**src/rtl/uart_frame_loader.sv**
```systemverilog
// Deframes the UART byte stream into RGB pixels, writes them into the back bank
// of the double-buffered frame RAM, and swaps banks once the checksum matches.
module uart_frame_loader #(
    parameter int          PIXELS       = 1024,
    parameter int          ADDR_W       = 10,
    parameter logic [7:0]  SYNC0        = 8'hA5,
    parameter logic [7:0]  SYNC1        = 8'h5A,
    parameter int          TIMEOUT_CLKS = 2_500_000
) (
    input  logic              i_clk,
    input  logic              rst_n,
    input  logic [7:0]        i_rx_byte,
    input  logic              i_rx_complete,
    output logic              o_wr_en,
    output logic              o_wr_bank,
    output logic [ADDR_W-1:0] o_wr_addr,
    output logic [23:0]       o_wr_data,
    output logic              o_disp_bank,
    output logic              o_frame_done,
    output logic              o_frame_err,
    output logic              o_busy
);

    localparam int IDLE_W = (TIMEOUT_CLKS > 2) ? $clog2(TIMEOUT_CLKS) : 1;
    localparam logic [IDLE_W-1:0] IDLE_LAST = IDLE_W'(TIMEOUT_CLKS - 1);
    localparam logic [IDLE_W-1:0] IDLE_MAX  = {IDLE_W{1'b1}};
    localparam logic [ADDR_W-1:0] PIX_LAST  = ADDR_W'(PIXELS - 1);

    typedef enum logic [1:0] {
        S_SYNC0 = 2'd0,
        S_SYNC1 = 2'd1,
        S_DATA  = 2'd2,
        S_CHECK = 2'd3
    } state_t;

    state_t              state_q, state_d;
    logic                rx_prev_q, rx_prev_d;
    logic                armed_q, armed_d;
    logic [ADDR_W-1:0]   pix_q, pix_d;
    logic [1:0]          phase_q, phase_d;
    logic [7:0]          sum_q, sum_d;
    logic [7:0]          red_q, red_d;
    logic [7:0]          grn_q, grn_d;
    logic [IDLE_W-1:0]   idle_q, idle_d;
    logic                wr_en_q, wr_en_d;
    logic                wr_bank_q, wr_bank_d;
    logic [ADDR_W-1:0]   wr_addr_q, wr_addr_d;
    logic [23:0]         wr_data_q, wr_data_d;
    logic                disp_bank_q, disp_bank_d;
    logic                frame_done_q, frame_done_d;
    logic                frame_err_q, frame_err_d;
    logic                busy_q, busy_d;
    logic                byte_stb_s;
    logic                timeout_s;

    // Next-state, datapath and registered-output computation
    always_comb begin
        state_d      = state_q;
        pix_d        = pix_q;
        phase_d      = phase_q;
        sum_d        = sum_q;
        red_d        = red_q;
        grn_d        = grn_q;
        wr_en_d      = 1'b0;
        wr_addr_d    = wr_addr_q;
        wr_data_d    = wr_data_q;
        disp_bank_d  = disp_bank_q;
        frame_done_d = 1'b0;
        frame_err_d  = 1'b0;
        rx_prev_d    = i_rx_complete;
        // A line already high at reset release must fall once before a strobe counts.
        armed_d      = armed_q | ~i_rx_complete;
        byte_stb_s   = i_rx_complete & ~rx_prev_q & armed_q;

        if ((state_q == S_SYNC0) || byte_stb_s) begin
            idle_d = '0;
        end else if (idle_q != IDLE_MAX) begin
            idle_d = idle_q + 1'b1;
        end else begin
            idle_d = idle_q;
        end
        timeout_s = (state_q != S_SYNC0) && !byte_stb_s && (idle_q == IDLE_LAST);

        case (state_q)
            S_SYNC0: begin
                if (byte_stb_s && (i_rx_byte == SYNC0)) begin
                    state_d = S_SYNC1;
                end else begin
                    state_d = S_SYNC0;
                end
            end
            S_SYNC1: begin
                if (byte_stb_s) begin
                    if (i_rx_byte == SYNC1) begin
                        state_d = S_DATA;
                        pix_d   = '0;
                        phase_d = 2'd0;
                        sum_d   = 8'd0;
                    end else if (i_rx_byte == SYNC0) begin
                        state_d = S_SYNC1;
                    end else begin
                        state_d = S_SYNC0;
                    end
                end else begin
                    state_d = S_SYNC1;
                end
            end
            S_DATA: begin
                if (byte_stb_s) begin
                    sum_d = sum_q + i_rx_byte;
                    case (phase_q)
                        2'd0: begin
                            red_d   = i_rx_byte;
                            phase_d = 2'd1;
                        end
                        2'd1: begin
                            grn_d   = i_rx_byte;
                            phase_d = 2'd2;
                        end
                        2'd2: begin
                            wr_en_d   = 1'b1;
                            wr_addr_d = pix_q;
                            wr_data_d = {red_q, grn_q, i_rx_byte};
                            phase_d   = 2'd0;
                            // The last pixel hands over to the checksum rather than wrapping.
                            if (pix_q == PIX_LAST) begin
                                state_d = S_CHECK;
                            end else begin
                                pix_d = pix_q + 1'b1;
                            end
                        end
                        default: begin
                            phase_d = 2'd0;
                        end
                    endcase
                end else begin
                    state_d = S_DATA;
                end
            end
            S_CHECK: begin
                if (byte_stb_s) begin
                    state_d = S_SYNC0;
                    if (i_rx_byte == sum_q) begin
                        frame_done_d = 1'b1;
                        disp_bank_d  = ~disp_bank_q;
                    end else begin
                        frame_err_d = 1'b1;
                    end
                end else begin
                    state_d = S_CHECK;
                end
            end
            default: begin
                state_d = S_SYNC0;
            end
        endcase

        if (timeout_s) begin
            state_d     = S_SYNC0;
            frame_err_d = 1'b1;
        end else begin
            frame_err_d = frame_err_d;
        end

        wr_bank_d = ~disp_bank_d;
        busy_d    = (state_d != S_SYNC0);
    end

    // State and output registers with asynchronous reset
    always_ff @(posedge i_clk or negedge rst_n) begin
        if (!rst_n) begin
            state_q      <= S_SYNC0;
            rx_prev_q    <= 1'b0;
            armed_q      <= 1'b0;
            pix_q        <= '0;
            phase_q      <= 2'd0;
            sum_q        <= 8'd0;
            red_q        <= 8'd0;
            grn_q        <= 8'd0;
            idle_q       <= '0;
            wr_en_q      <= 1'b0;
            wr_bank_q    <= 1'b1;
            wr_addr_q    <= '0;
            wr_data_q    <= 24'd0;
            disp_bank_q  <= 1'b0;
            frame_done_q <= 1'b0;
            frame_err_q  <= 1'b0;
            busy_q       <= 1'b0;
        end else begin
            state_q      <= state_d;
            rx_prev_q    <= rx_prev_d;
            armed_q      <= armed_d;
            pix_q        <= pix_d;
            phase_q      <= phase_d;
            sum_q        <= sum_d;
            red_q        <= red_d;
            grn_q        <= grn_d;
            idle_q       <= idle_d;
            wr_en_q      <= wr_en_d;
            wr_bank_q    <= wr_bank_d;
            wr_addr_q    <= wr_addr_d;
            wr_data_q    <= wr_data_d;
            disp_bank_q  <= disp_bank_d;
            frame_done_q <= frame_done_d;
            frame_err_q  <= frame_err_d;
            busy_q       <= busy_d;
        end
    end

    assign o_wr_en      = wr_en_q;
    assign o_wr_bank    = wr_bank_q;
    assign o_wr_addr    = wr_addr_q;
    assign o_wr_data    = wr_data_q;
    assign o_disp_bank  = disp_bank_q;
    assign o_frame_done = frame_done_q;
    assign o_frame_err  = frame_err_q;
    assign o_busy       = busy_q;

endmodule
```
**config.mk**
```make
export PLATFORM = sky130hd
export DESIGN_NAME = uart_frame_loader
export DESIGN_NICKNAME = d
export VERILOG_FILES = /design/src/rtl/uart_frame_loader.sv
export SDC_FILE = /design/constraint.sdc
export NUM_CORES = 1
export LEC_CHECK = 0
export BUFFER_PORTS_ARGS = -buffer_cell sky130_fd_sc_hd__buf_2
export CORE_ASPECT_RATIO = 1.75
export CORE_MARGIN = 10
export CORE_UTILIZATION = 35
export DETAILED_ROUTE_END_ITERATION = 12
export GPL_ROUTABILITY_DRIVEN = 1
export HOLD_SLACK_MARGIN = 0.15
export PLACE_DENSITY = 0.57
export SKIP_CTS_REPAIR_TIMING = 1
export SYNTH_ARGS = -nofsm -noshare
export SYNTH_HDL_FRONTEND = slang
export SYNTH_SLANG_ARGS = --single-unit
```
**constraint.sdc**
```tcl
create_clock -name i_clk -period 2.75 [get_ports i_clk]
set_input_delay 0.4125 -clock i_clk [delete_from_list [all_inputs] [get_ports i_clk]]
set_output_delay 0.4125 -clock i_clk [all_outputs]
set_load 0.01 [all_outputs]
```
Word-level counts from Yosys, hierarchy flattened
Cells that the tools add are included. Widths: inputs -> output; s select.

Flip-flop bits (word level): 102. Bits of input ports: 11. Word-level logic and storage cells: 99.

$add $sub $neg: 3. Eq/ne operators: 16. Multiplexer cells: 40. Bitwise logic cells: 7. Reduce and logical (&&, ||, !) cells: 16.

Operators with widths (count): $mux 10 (5); $mux 22 (2); $mux 8 (3); $add 22x1->22 const B (1); $eq 22x22->1 const B (1); $ne 22x22->1 const B (1); $mux 2 (10); $pmux 10 s2 (1); $pmux 8 s2 (1); $mux 1 (15); $add 10x1->10 const B (1); $eq 10x10->1 const B (1); $reduce_and 3->1 (3); $add 8x8->8 (1); $eq 8x7->1 const B (1); $eq 8x8->1 (1); $eq 8x8->1 const B (1); $ne 2x2->1 const B (4); $pmux 2 s2 (2); $pmux 2 s4 (1); $reduce_bool 2->1 (4); $eq 2x2->1 const B (3); $reduce_and 6->1 (1); $eq 2x1->1 const B (2); other kinds (9) (16).

Logic depth before layout (Yosys ltp)
Gate-level depths: netlist (run 1).

Word-level depth: 8. Depth in mapped cells: 9.

Worst setup path after synthesis (run 1)
Ideal clock, no wire load.

Path kind: in2reg. Start: input port i_rx_byte[0]. End: register sum_q[6]. Setup time: 0.082 ns. Arrival: 1.964 ns. Slack: 0.704 ns. Stages: 7. Path buffers: 0. Cells stage by stage: ha_1 -> fa_1 -> a21o_1 -> a21o_1 -> a2111oi_0 -> a31oi_1 -> a31oi_1.

Cells in the longest elaborated chain, start to end: 3.

RTL lines: from (decl) (line 12) `input logic [7:0] i_rx_byte,`; $add 8x8->8 / $eq 8x7->1 (equally long branches) (line 110, 94); $mux 8 / $ne 2x2->1 (equally long branches); $pmux 8 s2 / $reduce_and 4->1 (equally long branches); to (signal assigned) (line 195) `sum_q <= sum_d;`; to (decl) (line 41) `logic [7:0] sum_q, sum_d;`.

Parallel ways exist; a longest one is shown, timed or not. The select of a mux whose other input is x is not followed. A chain may end at the register's enable or synchronous reset.

Worst setup path in the final report (run 1)
Start: register idle_q[0]. End: register idle_q[17].

Cells in the longest elaborated chain, start to end: 3.

RTL lines: from (decl) (line 44) `logic [IDLE_W-1:0] idle_q, idle_d;`; from (signal assigned) (line 198) `idle_q <= idle_d;`; $add 22x1->22 (line 78) `idle_d = idle_q + 1'b1;`; $mux 22 (line 77) `end else if (idle_q != IDLE_MAX) begin`; $mux 22 (line 75) `if ((state_q == S_SYNC0) || byte_stb_s) begin`.

Parallel ways exist; a longest one is shown, timed or not. The select of a mux whose other input is x is not followed.

==> results of run 1 <==
power breakdown:
part / internal (W) / total, W / switching [W]
Combinational: 0.000632 / 0.00123 / 0.000601
Sequential: 0.00192 / 0.00217 / 0.000248
Clock: 0.000809 / 0.00138 / 0.000570
cells by family (layout without fill, tap and decap cells):
| family | after synthesis | count (layout) | share of synthesized area (%) |
|---|---|---|---|
| AOI/OAI and AO/OA | 57 | 57 | 7.849 |
| xor gates and xnor gates | 22 | 22 | 3.963 |
| adders and majority gates | 10 | 10 | 2.728 |
| buffers and inverters | 19 | 79 | 2.239 |
| DFF | 102 | 102 | 52.52 |
| muxes | 56 | 56 | 12.82 |
| and+or+nand+nor | 149 | 149 | 17.89 |
metrics by stage:
step / instance area (um2) / worst slack (ns) / hold slack, ns / instances
after detailed placement: 5324 / 0.4273 / 0.4781 / 636
after global placement: 5324 / 0.4246 / 0.4676 / 636
after floorplan: 4862 / 0.7036 / 0.1169 / 415
after CTS: 5652 / 0.6062 / 0.1493 / 652
after global routing: 5652 / 0.4650 / 0.1635 / 652
final: 5652 / 0.6211 / 0.09351 / 652
placed cells by master, fill, tap and decap left out, types with 8 or more instances in the layout:
master                      instances
sky130_fd_sc_hd__dfrtp_1          101
sky130_fd_sc_hd__mux2_2            50
sky130_fd_sc_hd__buf_2             49
sky130_fd_sc_hd__nor2_1            30
sky130_fd_sc_hd__nand2_1           27
sky130_fd_sc_hd__o21ai_0           15
sky130_fd_sc_hd__nand3_1           15
sky130_fd_sc_hd__nand4_1           13
sky130_fd_sc_hd__xnor2_1           12
sky130_fd_sc_hd__and3_1            11
sky130_fd_sc_hd__a21oi_1           10
sky130_fd_sc_hd__xor2_1            10
sky130_fd_sc_hd__ha_1               9
sky130_fd_sc_hd__clkbuf_16          9
sky130_fd_sc_hd__nor3_1             8
sky130_fd_sc_hd__buf_4              8
final cells by class:
cell class              instances  area (um2)
well taps                     177       221.5
flip-flops and latches        102        2554
repair buffers                 58       325.3
inverters                       5       23.77
multi-input cells             294        2200
clock inverters                 7       102.6
fillers                      1320        8113
clock buffers                   9       225.2
state kept, by name, indices dropped and copies added (netlist names):
signal and flops:
state_q 2, o_disp_bank 1, o_frame_done 1, red_q 8, grn_q 8, o_wr_data 24, rx_prev_q 1, o_wr_bank 1
o_busy 1, phase_q 2, sum_q 8, armed_q 1, o_wr_en 1, o_frame_err 1, idle_q 22, o_wr_addr 10
pix_q 10
routing by layer:
layer,vias up,share of wire (%)
met5,-,0
met4,0,2.8
met3,26,3.4
met2,64,55
met1,1708,38
li1,1628,-
synthesized netlist by cell type (all sizes together), types with 2 or more instances:
master and number:
a311oi 3, a31o 3, nor2 31, buf 12, xor2 10, and3 12
nor3b 3, nor3 10, dfrtp 101, nand3 17, nor4bb 4, nand2b 2
nand2 29, inv 4, o21ai 16, xnor2 12, and2 7, mux2 50
a31oi 8, a2111oi 2, ha 9, or3 3, mux2i 6, a211oi 4
and4 7, nand4 14, a21o 7, clkbuf 2, nor4 2, a21oi 10
final timing paths:
path                          startpoint  slack, ns           to  cells after the start
max in group asynchronous          rst_n       2.20    o_wr_bank                      2
hold / removal                     rst_n       0.09     red_q[2]                      2
setup reg to reg               idle_q[0]       0.62   idle_q[17]                      6
setup / recovery               idle_q[0]       0.62   idle_q[17]                      6
hold reg to reg              o_disp_bank       0.49  o_disp_bank                      1
min in group i_clk         i_rx_complete       0.22    rx_prev_q                      1
==> reports/qor.json, run 1 <==
{
  "outcome": {"value": "completed"},
  "final_nets": {"value": 491},
  "route.vias.total": {"value": 3426},
  "use_met2": {"value": 22.04, "unit": "%"},
  "number_of_antenna_violations_at_the_first_check_in_global_routing": {"value": 0},
  "clock_tree.htree_level_count": {"value": 3},
  "grt_pass1_wl": {"value": 18480, "unit": "um"},
  "syn_nets": {"value": 436},
  "timing.hold.worst.class": {"value": "primary input to asynchronous set/reset pin"},
  "cts_tree": {"value": "built"},
  "floorplan.die.width": {"value": 109.1, "unit": "um"},
  "dr.first_iter.drc_count": {"value": 150},
  "detail_route.wirelength": {"value": 11020, "unit": "um"},
  "drt-vias-per-instance": {"value": 5.255},
  "tns": {"value": 0, "unit": "ns"},
  "vdd.ir_drop.worst": {"value": 0.5296, "unit": "mV"},
  "tightestPinTransition": {"value": 1.115, "unit": "ns"},
  "postSynthRegisterBits": {"value": 102},
  "grt_setup_unrepaired": {"value": "no"},
  "power.density": {"value": 845.2, "unit": "mW/mm2"},
  "maxClockFrequency": {"value": 469.7, "unit": "MHz"},
  "finalHoldViolCount": {"value": 0},
  "numCtsBuffers": {"value": 9},
  "setup-violations-final": {"value": 0},
  "share_of_cells_above_drive_strength_1": {"value": 29.68, "unit": "%"},
  "post-route-drc-count": {"value": 0},
  "die_height": {"value": 175.9, "unit": "um"},
  "min_period_over_period": {"value": 77.41, "unit": "%"},
  "std_cell_rows": {"value": 57},
  "clkTransAtPathRegs": {"value": 0.07, "unit": "ns"},
  "clk_path_buf_depth": {"value": 2},
  "timing.critical_path.slowest_cell_delay": {"value": 0.42, "unit": "ns"},
  "port-buffer-count": {"value": 50},
  "crit_fanout": {"value": 14},
  "use_met3": {"value": 2.569, "unit": "%"},
  "final_max_slew_viol_count": {"value": 0},
  "timing.critical_path.buf_inv": {"value": 0},
  "slew_headroom": {"value": 25.15, "unit": "%"},
  "yosys.area.top_type_share": {"value": 51.98, "unit": "%"},
  "overflow": {"value": 0},
  "finalCriticalPeriod": {"value": 2.129, "unit": "ns"},
  "avgRoutedWirePerCell": {"value": 16.90, "unit": "um"},
  "classification_of_the_worst_setup_path": {"value": "flop to flop"},
  "static-leakage-power": {"value": 2.650, "unit": "nW"},
  "antenna-diode-count": {"value": 0},
  "synth-edff-count": {"value": 0},
  "fp.dieArea": {"value": 0.01919, "unit": "mm2"},
  "seq_area_frac_synth": {"value": 52.52, "unit": "%"},
  "post-layout-total-power": {"value": 0.004777, "unit": "W"},
  "gr-usage-met1": {"value": 12.36, "unit": "%"},
  "yosysWarningCount": {"value": 0},
  "path_delay_family": {"value": "compound AO/OA/AOI/OAI gates"},
  "ant_nets": {"value": 0},
  "post_synth_num_cell_types": {"value": 58},
  "via_count_of_the_first_global_routing_pass": {"value": 3698},
  "core_outline_area": {"value": 0.01376, "unit": "mm2"},
  "critPathArrivalTime": {"value": 2.36, "unit": "ns"},
  "floorplan.initialDensity": {"value": 35.32, "unit": "%"},
  "cp_data_required_time": {"value": 2.98, "unit": "ns"},
  "drt_first_pass_iters": {"value": 5},
  "clk_latency": {"value": 0.34, "unit": "ns"},
  "postLayoutCoreUtil": {"value": 41.06, "unit": "%"},
  "critical_path.endpoint_type": {"value": "flop"},
  "place_congestion": {"value": 0.8019},
  "synthTopCellsByArea": {"value": "sky130_fd_sc_hd__dfrtp_1 (52%), sky130_fd_sc_hd__mux2_2 (12%), sky130_fd_sc_hd__ha_1 (2.3%)"},
  "layout-area-overhead-vs-synth": {"value": 16.24, "unit": "%"},
  "crit_path_cell_trace": {"value": "ha_1 > and4_1 > and2_1 > a31oi_4 > a21oi_1 > a31o_2"},
  "maxCapViolations": {"value": 0},
  "ios": {"value": 51},
  "avgSynthCellArea": {"value": 11.72, "unit": "um2"},
  "track_usage": {"value": 12.02, "unit": "%"},
  "synth-main-ff-cell": {"value": "sky130_fd_sc_hd__dfrtp_1"},
  "synth.cell_area": {"value": 0.004862, "unit": "mm2"},
  "setup.worst_path.start_class": {"value": "flop"},
  "final.setup_skew": {"value": 0.009050, "unit": "ns"},
  "timing.critical_path.slowest_stage_cell": {"value": "sky130_fd_sc_hd__dfrtp_1"},
  "layer_with_the_highest_usage_after_global_routing": {"value": "met2"},
  "clk_root_buffer_cell": {"value": "sky130_fd_sc_hd__clkbuf_16"},
  "clkSinkCount": {"value": 102},
  "synth_async_sr_flop_share": {"value": 100.0, "unit": "%"},
  "synthCells": {"value": 415},
  "synth_top_cell_by_area": {"value": "sky130_fd_sc_hd__dfrtp_1"},
  "largest_net_degree_at_the_start_of_global_routing": {"value": 103},
  "post-dp-hpwl": {"value": 8136, "unit": "um"}
}
Power figures use the tool's default switching activity.
==> inputs of run 2 (changes only) <==
ABC_AREA = 1   (was default)
clock period = 2 ns   (was 2.75 ns; I/O delays follow)
==> run 2 against run 1 <==
  * Via count rose by 26%
  * Synthesized area rose by 4.6%
  * Clock power rose by 24%
  * Sequential power rose by 33%
  * Synthesized cell count rose by 56%
  * Die area rose by 3.9%
  * Worst setup slack got worse by 0.37 ns
  * Sequential cell count did not move
  * Clock skew rose by 0.0010 ns
==> reports/qor.json, run 2 <==
{
  "detail_route.wirelength": {"value": 12590, "unit": "um", "change": "+14%"},
  "postSynthRegisterBits": {"value": 102, "change": "unchanged"},
  "numCtsBuffers": {"value": 9, "change": "unchanged"},
  "finalCriticalPeriod": {"value": 1.747, "unit": "ns", "change": "-0.3821 ns"},
  "avgRoutedWirePerCell": {"value": 14.06, "unit": "um", "change": "-17%"},
  "dr.first_iter.drc_count": {"value": 177, "change": "+18%"},
  "worst-r2r-setup-slack": {"value": 0.25, "unit": "ns", "change": "-0.37 ns"},
  "via_count_of_the_first_global_routing_pass": {"value": 4459, "change": "+21%"},
  "std_cell_rows": {"value": 58, "change": "+1.8%"},
  "most_common_cell_after_layout_fill_and_taps_aside": {"value": "sky130_fd_sc_hd__nand2_1"},
  "clk_root_buffer_cell": {"value": "sky130_fd_sc_hd__clkbuf_16"},
  "min_period_over_period": {"value": 87.34, "unit": "%", "change": "+9.9 points"},
  "synth.cell_area": {"value": 0.005085, "unit": "mm2", "change": "+4.6%"},
  "power.density": {"value": 1105, "unit": "mW/mm2", "change": "+31%"},
  "share_of_cells_above_drive_strength_1": {"value": 14.53, "unit": "%", "change": "-15 points"},
  "post-place-ws": {"value": 0.1616, "unit": "ns", "change": "-0.2657 ns"},
  "clock_tree.htree_level_count": {"value": 3, "change": "unchanged"},
  "layout-area-overhead-vs-synth": {"value": 16.24, "unit": "%", "change": "about the same"},
  "final-seq-area": {"value": 0.002554, "unit": "mm2", "change": "unchanged"},
  "place_congestion": {"value": 0.9022, "change": "+13%"},
  "synth-edff-count": {"value": 0, "change": "unchanged"},
  "ant_nets": {"value": 0, "change": "unchanged"},
  "place.detailed.instances": {"value": 878, "change": "+38%"},
  "maxCapViolations": {"value": 0, "change": "unchanged"},
  "min_path_cells": {"value": 3},
  "core_outline_area": {"value": 0.01430, "unit": "mm2", "change": "+3.9%"},
  "filler_cell_count": {"value": 1490, "change": "+13%"},
  "synth_top_cell_by_area": {"value": "sky130_fd_sc_hd__dfrtp_1"},
  "port-buffer-count": {"value": 50, "change": "unchanged"},
  "critical_path.endpoint_type": {"value": "flop"},
  "synthCells": {"value": 648, "change": "+56%"},
  "classification_of_the_worst_setup_path": {"value": "flop to flop"},
  "outcome": {"value": "completed"},
  "tightestPinTransition": {"value": 0.4776, "unit": "ns", "change": "-0.6376 ns"},
  "slew_headroom": {"value": 68.09, "unit": "%", "change": "+43 points"},
  "clk_path_buf_depth": {"value": 2, "change": "unchanged"},
  "timing.hold.worst.class": {"value": "primary input to flop"},
  "clk_latency": {"value": 0.35, "unit": "ns", "change": "about the same"},
  "final_max_slew_viol_count": {"value": 0, "change": "unchanged"},
  "post-route-drc-count": {"value": 0, "change": "unchanged"},
  "die_height": {"value": 179.5, "unit": "um", "change": "+2.0%"},
  "largest_reg_flops": {"value": 24, "change": "unchanged"},
  "grt_pass1_wl": {"value": 21400, "unit": "um", "change": "+16%"},
  "tns": {"value": 0, "unit": "ns", "change": "unchanged"},
  "seq_area_frac_synth": {"value": 50.22, "unit": "%", "change": "-2.3 points"},
  "crit_fanout": {"value": 7, "change": "-7"},
  "yosysWarningCount": {"value": 0, "change": "unchanged"},
  "worst_r2r_path_cells": {"value": 9, "change": "+3"},
  "ios": {"value": 51, "change": "unchanged"},
  "drt_first_pass_iters": {"value": 4, "change": "-1"},
  "post_synth_num_cell_types": {"value": 36, "change": "-38%"},
  "fin_hold_ws": {"value": 0.2718, "unit": "ns", "change": "+0.1783 ns"},
  "postLayoutCoreUtil": {"value": 41.34, "unit": "%", "change": "+0.28 points"},
  "synthTopCellsByCount": {"value": "sky130_fd_sc_hd__nand2_1 (251), sky130_fd_sc_hd__dfrtp_1 (101), sky130_fd_sc_hd__nor2_1 (64)"},
  "route.vias.total": {"value": 4325, "change": "+26%"},
  "fin_cells": {"value": 896, "change": "+37%"},
  "synth_async_sr_flop_share": {"value": 100.0, "unit": "%", "change": "unchanged"},
  "floorplan.initialDensity": {"value": 35.57, "unit": "%", "change": "+0.24 points"},
  "setup.worst_path.start_class": {"value": "flop"},
  "clkSinkCount": {"value": 102, "change": "unchanged"},
  "yosys.area.top_type_share": {"value": 49.70, "unit": "%", "change": "-2.3 points"},
  "fp.dieArea": {"value": 0.01994, "unit": "mm2", "change": "+3.9%"},
  "drt-vias-per-instance": {"value": 4.827, "change": "-8.1%"},
  "avgSynthCellArea": {"value": 7.847, "unit": "um2", "change": "-33%"},
  "syn_nets": {"value": 669, "change": "+53%"},
  "final.setup_skew": {"value": 0.01005, "unit": "ns", "change": "+0.001005 ns"},
  "synth-main-ff-cell": {"value": "sky130_fd_sc_hd__dfrtp_1"},
  "most-common-layout-cells": {"value": "sky130_fd_sc_hd__nand2_1 (251), sky130_fd_sc_hd__dfrtp_1 (101), sky130_fd_sc_hd__nor2_1 (64)"},
  "setup-violations-final": {"value": 0, "change": "unchanged"},
  "finalHoldViolCount": {"value": 0, "change": "unchanged"},
  "maxClockFrequency": {"value": 572.5, "unit": "MHz", "change": "+22%"},
  "final_nets": {"value": 732, "change": "+49%"},
  "vdd.ir_drop.worst": {"value": 0.3857, "unit": "mV", "change": "-27%"},
  "floorplan.die.width": {"value": 111.1, "unit": "um", "change": "+1.9%"},
  "synthTopCellsByArea": {"value": "sky130_fd_sc_hd__dfrtp_1 (50%), sky130_fd_sc_hd__nand2_1 (19%), sky130_fd_sc_hd__nor2_1 (4.7%)"},
  "layout_setup_ws": {"value": 0.2532, "unit": "ns", "change": "-0.3679 ns"},
  "cts_tree": {"value": "built"},
  "post-dp-hpwl": {"value": 9486, "unit": "um", "change": "+17%"},
  "static-leakage-power": {"value": 3.012, "unit": "nW", "change": "+14%"},
  "cp_data_required_time": {"value": 2.29, "unit": "ns", "change": "-0.69 ns"},
  "number_of_antenna_violations_at_the_first_check_in_global_routing": {"value": 0, "change": "unchanged"},
  "synth_most_common_cell": {"value": "sky130_fd_sc_hd__nand2_1"},
  "critPathArrivalTime": {"value": 2.04, "unit": "ns", "change": "-0.32 ns"},
  "multi_input_gate_area_in_the_final_layout": {"value": 0.002226, "unit": "mm2", "change": "+1.2%"},
  "antenna-diode-count": {"value": 0, "change": "unchanged"},
  "clkTransAtPathRegs": {"value": 0.08, "unit": "ns", "change": "about the same"},
  "grt_setup_unrepaired": {"value": "no"},
  "largest_net_degree_at_the_start_of_global_routing": {"value": 68, "change": "-34%"},
  "track_usage": {"value": 12.77, "unit": "%", "change": "+0.75 points"},
  "overflow": {"value": 0, "change": "unchanged"}
}
[run 2: cell count changes after synthesis, moves of 6 or more]
cell | before | now
sky130_fd_sc_hd__nand2_1 | 27 | 251
sky130_fd_sc_hd__mux2_2 | 50 | 0
sky130_fd_sc_hd__inv_1 | 4 | 52
sky130_fd_sc_hd__nor2_1 | 30 | 64
sky130_fd_sc_hd__nand3_1 | 15 | 45
sky130_fd_sc_hd__o21ai_1 | 0 | 19
sky130_fd_sc_hd__and3_1 | 11 | 0
sky130_fd_sc_hd__xnor2_1 | 12 | 1
sky130_fd_sc_hd__o21ai_0 | 16 | 26
sky130_fd_sc_hd__a21o_1 | 7 | 0
sky130_fd_sc_hd__and4_1 | 7 | 0
sky130_fd_sc_hd__or2_2 | 0 | 7
sky130_fd_sc_hd__and2_1 | 6 | 0
sky130_fd_sc_hd__mux2i_1 | 6 | 0
[run 2: routing by layer]
layer	vias to the layer above	GRT usage [%]	wire (um)
met4	0	5.008	319
met5	-	0	0
met2	81	24.22	6943
met1	2044	13.32	4905
li1	2180	-	-
met3	20	2.433	426
[run 2: logic make-up after synthesis]
logic type,after synthesis,synth area share (%)
AOI/OAI and AO/OA,62,6.496
adders and majority gates,10,2.608
DFF,102,50.22
buffers and inverters,70,6.004
xor gates and xnor gates,8,1.378
and+or+nand+nor,396,33.29
[run 2: area by class of cell]
class,instances,area share (%)
Sequential cell,102,43.20
Multi-Input combinational cell,476,37.66
Timing Repair Buffer,65,6.689
Clock buffer,10,4.043
Tap cell,180,3.810
Inverter,57,3.768
Clock inverter,6,0.8256
[run 2: power by group]
part / internal, W / switching (W)
combinational: 0.000729 / 0.00119
sequential: 0.00258 / 0.000309
clock: 0.000897 / 0.000816
[run 2: path summary, 6_finish.rpt]
kind,endpoint,from
hold reg to reg,o_wr_data[9],grn_q[1]
hold / removal,grn_q[2],i_rx_byte[2]
setup / recovery,idle_q[1],idle_q[1]
max in group asynchronous,o_wr_bank,rst_n
min in group asynchronous,grn_q[0],rst_n
setup reg to reg,idle_q[1],idle_q[1]
[run 2: through the flow]
| stage | instance area, um2 | total power, W |
|---|---|---|
| after global placement | 5599 | 0.004816 |
| after detailed placement | 5599 | 0.004885 |
| after CTS | 5887 | 0.006640 |
| after floorplan | 5085 | 0.004155 |
| after global routing | 5911 | 0.007006 |
| final | 5911 | 0.006528 |
[run 2: critical path, cell delays in order (launching register included)]
cell                      delay (ns)
sky130_fd_sc_hd__dfrtp_1        0.38
sky130_fd_sc_hd__ha_1           0.17
sky130_fd_sc_hd__nand2_1        0.11
sky130_fd_sc_hd__nor2_4         0.20
sky130_fd_sc_hd__nand2_1        0.09
sky130_fd_sc_hd__nor2_2         0.23
sky130_fd_sc_hd__nand2_1        0.16
sky130_fd_sc_hd__nor2_1         0.19
sky130_fd_sc_hd__nand2_1        0.08
sky130_fd_sc_hd__nand2_1        0.07
